===== config.mk =====
export PLATFORM = sky130hd
export DESIGN_NAME = stack_alu_sequencer_flat
export DESIGN_NICKNAME = d
export VERILOG_FILES = /design/src/rtl/stack_alu_pkg.sv /design/src/rtl/stack_alu_sequencer_if.sv /design/src/rtl/stack_alu_prog_mem.sv /design/src/rtl/stack_alu_sequencer.sv /design/src/flat_wrapper.sv
export SDC_FILE = /design/constraint.sdc
export NUM_CORES = 1
export LEC_CHECK = 0
export CAP_MARGIN = 20
export CELL_PAD_IN_SITES_DETAIL_PLACEMENT = 1
export CELL_PAD_IN_SITES_GLOBAL_PLACEMENT = 1
export CORE_MARGIN = 10
export CORE_UTILIZATION = 45
export DETAILED_ROUTE_END_ITERATION = 8
export DONT_BUFFER_PORTS = 1
export GPL_TIMING_DRIVEN = 0
export HOLD_SLACK_MARGIN = 0.08
export PLACE_DENSITY = 0.8
export SKIP_CTS_REPAIR_TIMING = 1
export SKIP_LAST_GASP = 1
export SYNTH_ARGS = -nofsm -noshare
export SYNTH_HDL_FRONTEND = slang
export SYNTH_SLANG_ARGS = --single-unit

===== constraint.sdc =====
create_clock -name clk -period 4.7 [get_ports clk]
set_input_delay 0.235 -clock clk [delete_from_list [all_inputs] [get_ports clk]]
set_output_delay 0.235 -clock clk [all_outputs]
set_load 0.02 [all_outputs]

===== src/rtl/stack_alu_pkg.sv =====
// Shared opcodes, instruction field widths and FSM state encoding for the
// stack ALU sequencer.
package stack_alu_pkg;
  localparam int OPC_W = 3;

  localparam logic [OPC_W-1:0] OP_NOP  = 3'b000;
  localparam logic [OPC_W-1:0] OP_HALT = 3'b001;
  localparam logic [OPC_W-1:0] OP_ADD  = 3'b100;
  localparam logic [OPC_W-1:0] OP_MUL  = 3'b101;
  localparam logic [OPC_W-1:0] OP_PUSH = 3'b110;
  localparam logic [OPC_W-1:0] OP_POP  = 3'b111;

  typedef enum logic [2:0] {
    S_IDLE,
    S_FETCH,
    S_ISSUE,
    S_CAPTURE,
    S_DONE
  } state_t;
endpackage


===== src/rtl/stack_alu_sequencer_if.sv =====
// Opcode/data bus between the sequencer (master) and the stack ALU (slave).
interface stack_alu_sequencer_if
  import stack_alu_pkg::*;
#(
  parameter int N = 8
);
  logic [OPC_W-1:0] alu_opcode;
  logic [N-1:0]     alu_input_data;
  logic [N-1:0]     alu_output_data;
  logic             alu_overflow;

  modport master (output alu_opcode, alu_input_data,
                  input  alu_output_data, alu_overflow);
  modport slave  (input  alu_opcode, alu_input_data,
                  output alu_output_data, alu_overflow);
endinterface


===== src/rtl/stack_alu_prog_mem.sv =====
// Program buffer: synchronous write, registered read of {opcode, operand} words.
module stack_alu_prog_mem
  import stack_alu_pkg::*;
#(
  parameter int N          = 8,
  parameter int PROG_DEPTH = 16
) (
  input  logic                          clk,
  input  logic                          we,
  input  logic [$clog2(PROG_DEPTH)-1:0] waddr,
  input  logic [OPC_W+N-1:0]            wdata,
  input  logic [$clog2(PROG_DEPTH)-1:0] raddr,
  output logic [OPC_W+N-1:0]            rdata
);
  logic [OPC_W+N-1:0] mem [PROG_DEPTH];

  always_ff @(posedge clk) begin
    if (we) mem[waddr] <= wdata;
    rdata <= mem[raddr];
  end
endmodule


===== src/rtl/stack_alu_sequencer.sv =====
// Runs a host-loaded program on the stack ALU, one instruction per
// FETCH/ISSUE/CAPTURE triple, stopping on HALT or a stack depth violation.
module stack_alu_sequencer
  import stack_alu_pkg::*;
#(
  parameter int N           = 8,
  parameter int PROG_DEPTH  = 16,
  parameter int STACK_DEPTH = 8
) (
  input  logic                          clk,
  input  logic                          rst,
  input  logic                          prog_we,
  input  logic [$clog2(PROG_DEPTH)-1:0] prog_addr,
  input  logic [OPC_W+N-1:0]            prog_wdata,
  input  logic [$clog2(PROG_DEPTH):0]   prog_len,
  input  logic                          start,
  output logic                          busy,
  output logic                          done,
  output logic                          error,
  output logic [N-1:0]                  result,
  output logic                          ovf_sticky,
  output logic [$clog2(PROG_DEPTH):0]   pc,
  stack_alu_sequencer_if.master         alu
);
  localparam int AW = $clog2(PROG_DEPTH);
  localparam int PW = AW + 1;
  localparam int DW = $clog2(STACK_DEPTH) + 1;

  state_t           state;
  logic [PW-1:0]    len;
  logic [PW-1:0]    len_clamped;
  logic [PW-1:0]    pc_inc;
  logic [DW-1:0]    depth;
  logic [OPC_W-1:0] ir_op;
  logic [AW-1:0]    rd_addr;
  logic [OPC_W+N-1:0] rd_data;
  logic [OPC_W-1:0] fetch_op;
  logic [N-1:0]     fetch_operand;
  logic             depth_err;

  assign len_clamped   = (prog_len > PW'(PROG_DEPTH)) ? PW'(PROG_DEPTH) : prog_len;
  assign pc_inc        = pc + PW'(1);
  assign fetch_op      = rd_data[OPC_W+N-1:N];
  assign fetch_operand = rd_data[N-1:0];

  // Address the instruction the next FETCH will consume, so the registered read lands on time.
  always_comb begin
    case (state)
      S_CAPTURE:      rd_addr = pc_inc[AW-1:0];
      S_IDLE, S_DONE: rd_addr = '0;
      default:        rd_addr = pc[AW-1:0];
    endcase
  end

  stack_alu_prog_mem #(.N(N), .PROG_DEPTH(PROG_DEPTH)) u_prog_mem (
    .clk   (clk),
    .we    (prog_we && !busy),
    .waddr (prog_addr),
    .wdata (prog_wdata),
    .raddr (rd_addr),
    .rdata (rd_data)
  );

  always_comb begin
    depth_err = 1'b0;
    case (fetch_op)
      OP_PUSH:        depth_err = (depth == DW'(STACK_DEPTH));
      OP_POP:         depth_err = (depth == '0);
      OP_ADD, OP_MUL: depth_err = (depth < DW'(2));
      default:        depth_err = 1'b0;
    endcase
  end

  always_ff @(posedge clk or posedge rst) begin
    if (rst) begin
      state              <= S_IDLE;
      len                <= '0;
      pc                 <= '0;
      depth              <= '0;
      ir_op              <= OP_NOP;
      busy               <= 1'b0;
      done               <= 1'b0;
      error              <= 1'b0;
      result             <= '0;
      ovf_sticky         <= 1'b0;
      alu.alu_opcode     <= OP_NOP;
      alu.alu_input_data <= '0;
    end else begin
      case (state)
        S_IDLE: begin
          if (start) begin
            len        <= len_clamped;
            pc         <= '0;
            depth      <= '0;
            error      <= 1'b0;
            ovf_sticky <= 1'b0;
            if (prog_len == '0) begin
              state <= S_DONE;
              done  <= 1'b1;
            end else begin
              state <= S_FETCH;
              busy  <= 1'b1;
            end
          end
        end
        S_FETCH: begin
          ir_op <= fetch_op;
          if (fetch_op == OP_HALT || depth_err) begin
            error <= depth_err;
            state <= S_DONE;
            busy  <= 1'b0;
            done  <= 1'b1;
          end else begin
            state              <= S_ISSUE;
            alu.alu_opcode     <= fetch_op;
            alu.alu_input_data <= (fetch_op == OP_PUSH) ? fetch_operand : '0;
          end
        end
        S_ISSUE: begin
          alu.alu_opcode     <= OP_NOP;
          alu.alu_input_data <= '0;
          case (ir_op)
            OP_PUSH:                depth <= depth + DW'(1);
            OP_POP, OP_ADD, OP_MUL: depth <= depth - DW'(1);
            default:                depth <= depth;
          endcase
          state <= S_CAPTURE;
        end
        S_CAPTURE: begin
          if (ir_op == OP_ADD || ir_op == OP_MUL) begin
            result     <= alu.alu_output_data;
            ovf_sticky <= ovf_sticky | alu.alu_overflow;
          end else if (ir_op == OP_POP) begin
            result <= alu.alu_output_data;
          end
          pc <= pc_inc;
          if (pc_inc == len) begin
            state <= S_DONE;
            busy  <= 1'b0;
            done  <= 1'b1;
          end else begin
            state <= S_FETCH;
          end
        end
        S_DONE: begin
          done  <= 1'b0;
          state <= S_IDLE;
        end
        default: state <= S_IDLE;
      endcase
    end
  end
endmodule


===== src/flat_wrapper.sv =====
// flat-port wrapper written by rule: the top's interface ports become plain ports
module stack_alu_sequencer_flat import stack_alu_pkg::*;
#(
  parameter int N           = 8,
  parameter int PROG_DEPTH  = 16,
  parameter int STACK_DEPTH = 8
)
  (clk, rst, prog_we, prog_addr, prog_wdata, prog_len, start, busy, done, error, result, ovf_sticky, pc, alu_alu_opcode, alu_alu_input_data, alu_alu_output_data, alu_alu_overflow);
  stack_alu_sequencer_if #(.N(N)) alu_i ();
  input  logic clk;
  input  logic rst;
  input  logic prog_we;
  input  logic [$clog2(PROG_DEPTH)-1:0] prog_addr;
  input  logic [OPC_W+N-1:0] prog_wdata;
  input  logic [$clog2(PROG_DEPTH):0] prog_len;
  input  logic start;
  output logic busy;
  output logic done;
  output logic error;
  output logic [N-1:0] result;
  output logic ovf_sticky;
  output logic [$clog2(PROG_DEPTH):0] pc;
  output wire logic [$bits(alu_i.alu_opcode)-1:0] alu_alu_opcode;
  output wire logic [$bits(alu_i.alu_input_data)-1:0] alu_alu_input_data;
  input wire logic [$bits(alu_i.alu_output_data)-1:0] alu_alu_output_data;
  input wire logic [$bits(alu_i.alu_overflow)-1:0] alu_alu_overflow;
  assign alu_alu_opcode = alu_i.alu_opcode;
  assign alu_alu_input_data = alu_i.alu_input_data;
  assign alu_i.alu_output_data = alu_alu_output_data;
  assign alu_i.alu_overflow = alu_alu_overflow;
  stack_alu_sequencer #(.N(N), .PROG_DEPTH(PROG_DEPTH), .STACK_DEPTH(STACK_DEPTH)) u_core (.clk(clk), .rst(rst), .prog_we(prog_we), .prog_addr(prog_addr), .prog_wdata(prog_wdata), .prog_len(prog_len), .start(start), .busy(busy), .done(done), .error(error), .result(result), .ovf_sticky(ovf_sticky), .pc(pc), .alu(alu_i));
endmodule

==> impl_metrics.env <==
export IMPL_die_width_um=174.9
export IMPL_setup_viol=0
export IMPL_syn_num_nets=986
export IMPL_p_int_uw=4627
export IMPL_final_common_cell="edfxtp_1"
export IMPL_viasPerCell=6.534
export IMPL_slew_headroom_pct=27.60
export IMPL_final_cell_mix="edfxtp_1, nand2_1, o21ai_0"
export IMPL_std_cell_rows=56
export IMPL_synth_top_area_share_pct=48.96
export IMPL_maxCapViolCount=0
export IMPL_fin_setup_tns_ns=0
export IMPL_reg2reg_from="u_core.pc[0]$_DFFE_PP0P_"
export IMPL_rsz0062_at_grt="no"
export IMPL_dr_pass1_iters=8
export IMPL_initial_utilization_pct=45.85
export IMPL_min_path_type="input port to register"
export IMPL_gr_total_overflow=0
export IMPL_max_freq_mhz=319.7
export IMPL_path_common_cell="nand2_1"
export IMPL_cp_slowest_cell="o221ai_1"
export IMPL_cts_buffer_depth=3
export IMPL_synth_cell_types=69
export IMPL_yosysTopAreaCell="edfxtp_1"
export IMPL_r2r_end="u_core.u_prog_mem.rdata[8]$_DFF_P_"
export IMPL_slew_violations=0
export IMPL_antenna_left=0
export IMPL_startpoint_type="register"
export IMPL_die_h_um=174.9
export IMPL_yosysWarnings=0
export IMPL_grt_pass1_wl_um=56980
export IMPL_wl_um=38370
export IMPL_fin_nets=1063
export IMPL_syn_to_final_growth_pct=16.09
export IMPL_fin_crit_sh_pct=66.56
export IMPL_antenna_found_initial=0
export IMPL_cts_made_buffers=26
export IMPL_power_uw=8003
export IMPL_ir_drop_uv=314.5
export IMPL_drc=0
export IMPL_endpoint="u_core.u_prog_mem.rdata[8]$_DFF_P_"
export IMPL_h_tree_depth=1
export IMPL_cts_tree="built"
export IMPL_gp_congestion=0.9226
export IMPL_p_clk_share_pct=25.0
export IMPL_cp_depth=8
export IMPL_stdcell_count=1364
export IMPL_cts_sinks=230
export IMPL_drt_iter0_drc=1236
export IMPL_tightest_slew_ns=1.082
export IMPL_worstPathArrival_ns=3.56
export IMPL_cpLargestDelayFamily="compound AO/OA/AOI/OAI gates"
export IMPL_synth_edf_count=176
export IMPL_finalHoldViolations=0
export IMPL_cts_root_buf="clkbuf_16"
export IMPL_io_buffers=0
export IMPL_powerDensity_nw_per_um2=638.7
export IMPL_crit_start="u_core.pc[0]$_DFFE_PP0P_"
export IMPL_grt_pass1_vias=8938
export IMPL_vias=8912
export IMPL_layout_area_seq_um2=6581
export IMPL_cpPeakStageDelay_ns=0.71
export IMPL_hpwlAfterDp_um=25800
export IMPL_synthFlopType="edfxtp_1"
export IMPL_outcome="finished, final reports clean"
export IMPL_wire_per_inst_um=28.13
export IMPL_clkTransAtPathRegs_ns=0.06
export IMPL_grt_total_usage_pct=23.94
export IMPL_grt_max_degree=37
export IMPL_period_minus_slack_ns=3.128
export IMPL_p_leak_uw=0.004519
export IMPL_crit_path_end_kind="register"
export IMPL_avgSynthCellArea_um2=11.37
export IMPL_async_reset_ff_share_pct=18.70
export IMPL_diodes=0
export IMPL_ys_seq_elements=230
export IMPL_cp_num_buf_inv=2
export IMPL_fin_skew_ns=0.01144
export IMPL_cp_max_fo=10
export IMPL_dp_cells=1283
export IMPL_synthTopCellsByArea="edfxtp_1, dfrtp_1, nand2_1"
export IMPL_rr_worst_depth=8
export IMPL_worst_hold_slack_ns=0.05216
export IMPL_p_sw_share_pct=42.18
export IMPL_pwr_share_comb_pct=41.0
export IMPL_dieArea_um2=30580
export IMPL_crit_type="register to register"
export IMPL_layout_drive_gt1_share_pct=11.87
export IMPL_clk_latency_ns=0.54
export IMPL_yosysSeqAreaShare_pct=60.97
export IMPL_synth_area_um2=10790
export IMPL_fillers=2527
export IMPL_core_um2=23540
export IMPL_switchingPower_uw=3376
export IMPL_syn_inst=949
export IMPL_p_seq_share_pct=34.0
export IMPL_final_core_util_pct=53.23
export IMPL_crit_chain="buf_2, nand2_1, o221ai_1, clkbuf_1, nand2_1, nand3_1, a32o_1, a221o_1"
export IMPL_ff2ff_setup_slack_ns=1.57
export IMPL_worstPathRequired_ns=5.14
export IMPL_ios=61
export IMPL_multi_input_area_um2=3807
[power by group through the flow]
stage	logic [uW]	clock network [uW]	registers, uW
2_1_floorplan	2040	0	2680
3_5_place_dp	3070	0	2760
4_1_cts	3110	2000	2720
3_3_place_gp	2980	0	2750
5_1_grt	3510	2100	2750
6_report	3280	2000	2720
[cell families (layout without fill, tap and decap cells)]
group | after synthesis | count (layout) | share of synthesized area (%)
AOI/OAI and AO/OA | 327 | 327 | 20.51
xor gates and xnor gates | 10 | 10 | 0.9388
adders and majority gates | 4 | 4 | 0.5333
buffers and inverters | 91 | 187 | 3.941
DFF | 230 | 230 | 60.97
muxes | 18 | 18 | 1.797
and+or+nand+nor | 269 | 269 | 11.31
[state kept, by name, summed over array words and instances, names as in the netlist, 3 cells and up]
signal and count:
u_core.u_prog_mem.rdata 11, u_core.result 8, u_core.alu.alu_input_data 8, u_core.len 5, u_core.ir_op 3, u_core.u_prog_mem.mem 176
u_core.depth 4, u_core.pc 5, u_core.state 3, u_core.alu.alu_opcode 3
[worst min path at each step]
stage	from	to	slack (ns)	depth (start not counted)
2_1_floorplan	prog_wdata[0]	u_core.u_prog_mem.mem[0][0]$_DFFE_PP_	0.33	0
3_3_place_gp	prog_wdata[2]	u_core.u_prog_mem.mem[4][2]$_DFFE_PP_	0.34	0
3_5_place_dp	rst	u_core.alu.alu_input_data[2]$_DFFE_PP0P_	0.05	1
4_1_cts	rst	u_core.alu.alu_input_data[1]$_DFFE_PP0P_	-0.50	1
5_1_grt	start	u_core.pc[1]$_DFFE_PP0P_	0.08	3
6_report	start	u_core.pc[1]$_DFFE_PP0P_	0.05	3
[area by class of cell]
type / instances / share of cell area [%]
clock buffers: 31 / 5.512
well taps: 319 / 3.185
plain buffers: 77 / 2.976
multi-input cells: 628 / 30.38
repair buffers: 49 / 3.934
flip-flops and latches: 230 / 52.52
clock inverters: 16 / 1.068
inverters: 14 / 0.4194
[routing by layer]
metal	GRT usage, %	vias up	routed length (um)
met2	38.24	564	17980
li1	-	3777	-
met5	0	-	0
met4	9.255	0	1552
met3	5.066	111	3748
met1	31.30	4460	15080
[through the flow]
step | setup slack [ns] | area (um^2)
after floorplan | 2.365 | 10790
after global placement | 1.515 | 11190
after detailed placement | 1.779 | 11370
after CTS | 1.724 | 12190
after global routing | 1.461 | 12530
final | 1.572 | 12530
[synthesized netlist by cell type (all sizes together) (4+ instances only)]
| cell | instances |
|---|---|
| mux2 | 11 |
| a21o | 12 |
| nand2b | 13 |
| a22o | 11 |
| edfxtp | 176 |
| nor3b | 4 |
| nand2 | 159 |
| dfrtp | 43 |
| mux2i | 7 |
| a21boi | 4 |
| nor2 | 30 |
| a21oi | 77 |
| nand3 | 17 |
| a211o | 12 |
| o211ai | 6 |
| nor3 | 22 |
| nand3b | 4 |
| a221o | 6 |
| o22ai | 14 |
| a32oi | 43 |
| nor2b | 5 |
| dfxtp | 11 |
| o21ai | 81 |
| a31oi | 21 |
| clkbuf | 34 |
| xnor2 | 5 |
| inv | 14 |
| o311ai | 5 |
| a32o | 14 |
| buf | 43 |
| o21a | 5 |
| xor2 | 4 |
[tightest hold or removal path, stage by stage]
cell and delay (ns):
a31oi_1 0.17, nand2_1 0.10, nand2_1 0.05
Power figures use the tool's default switching activity.
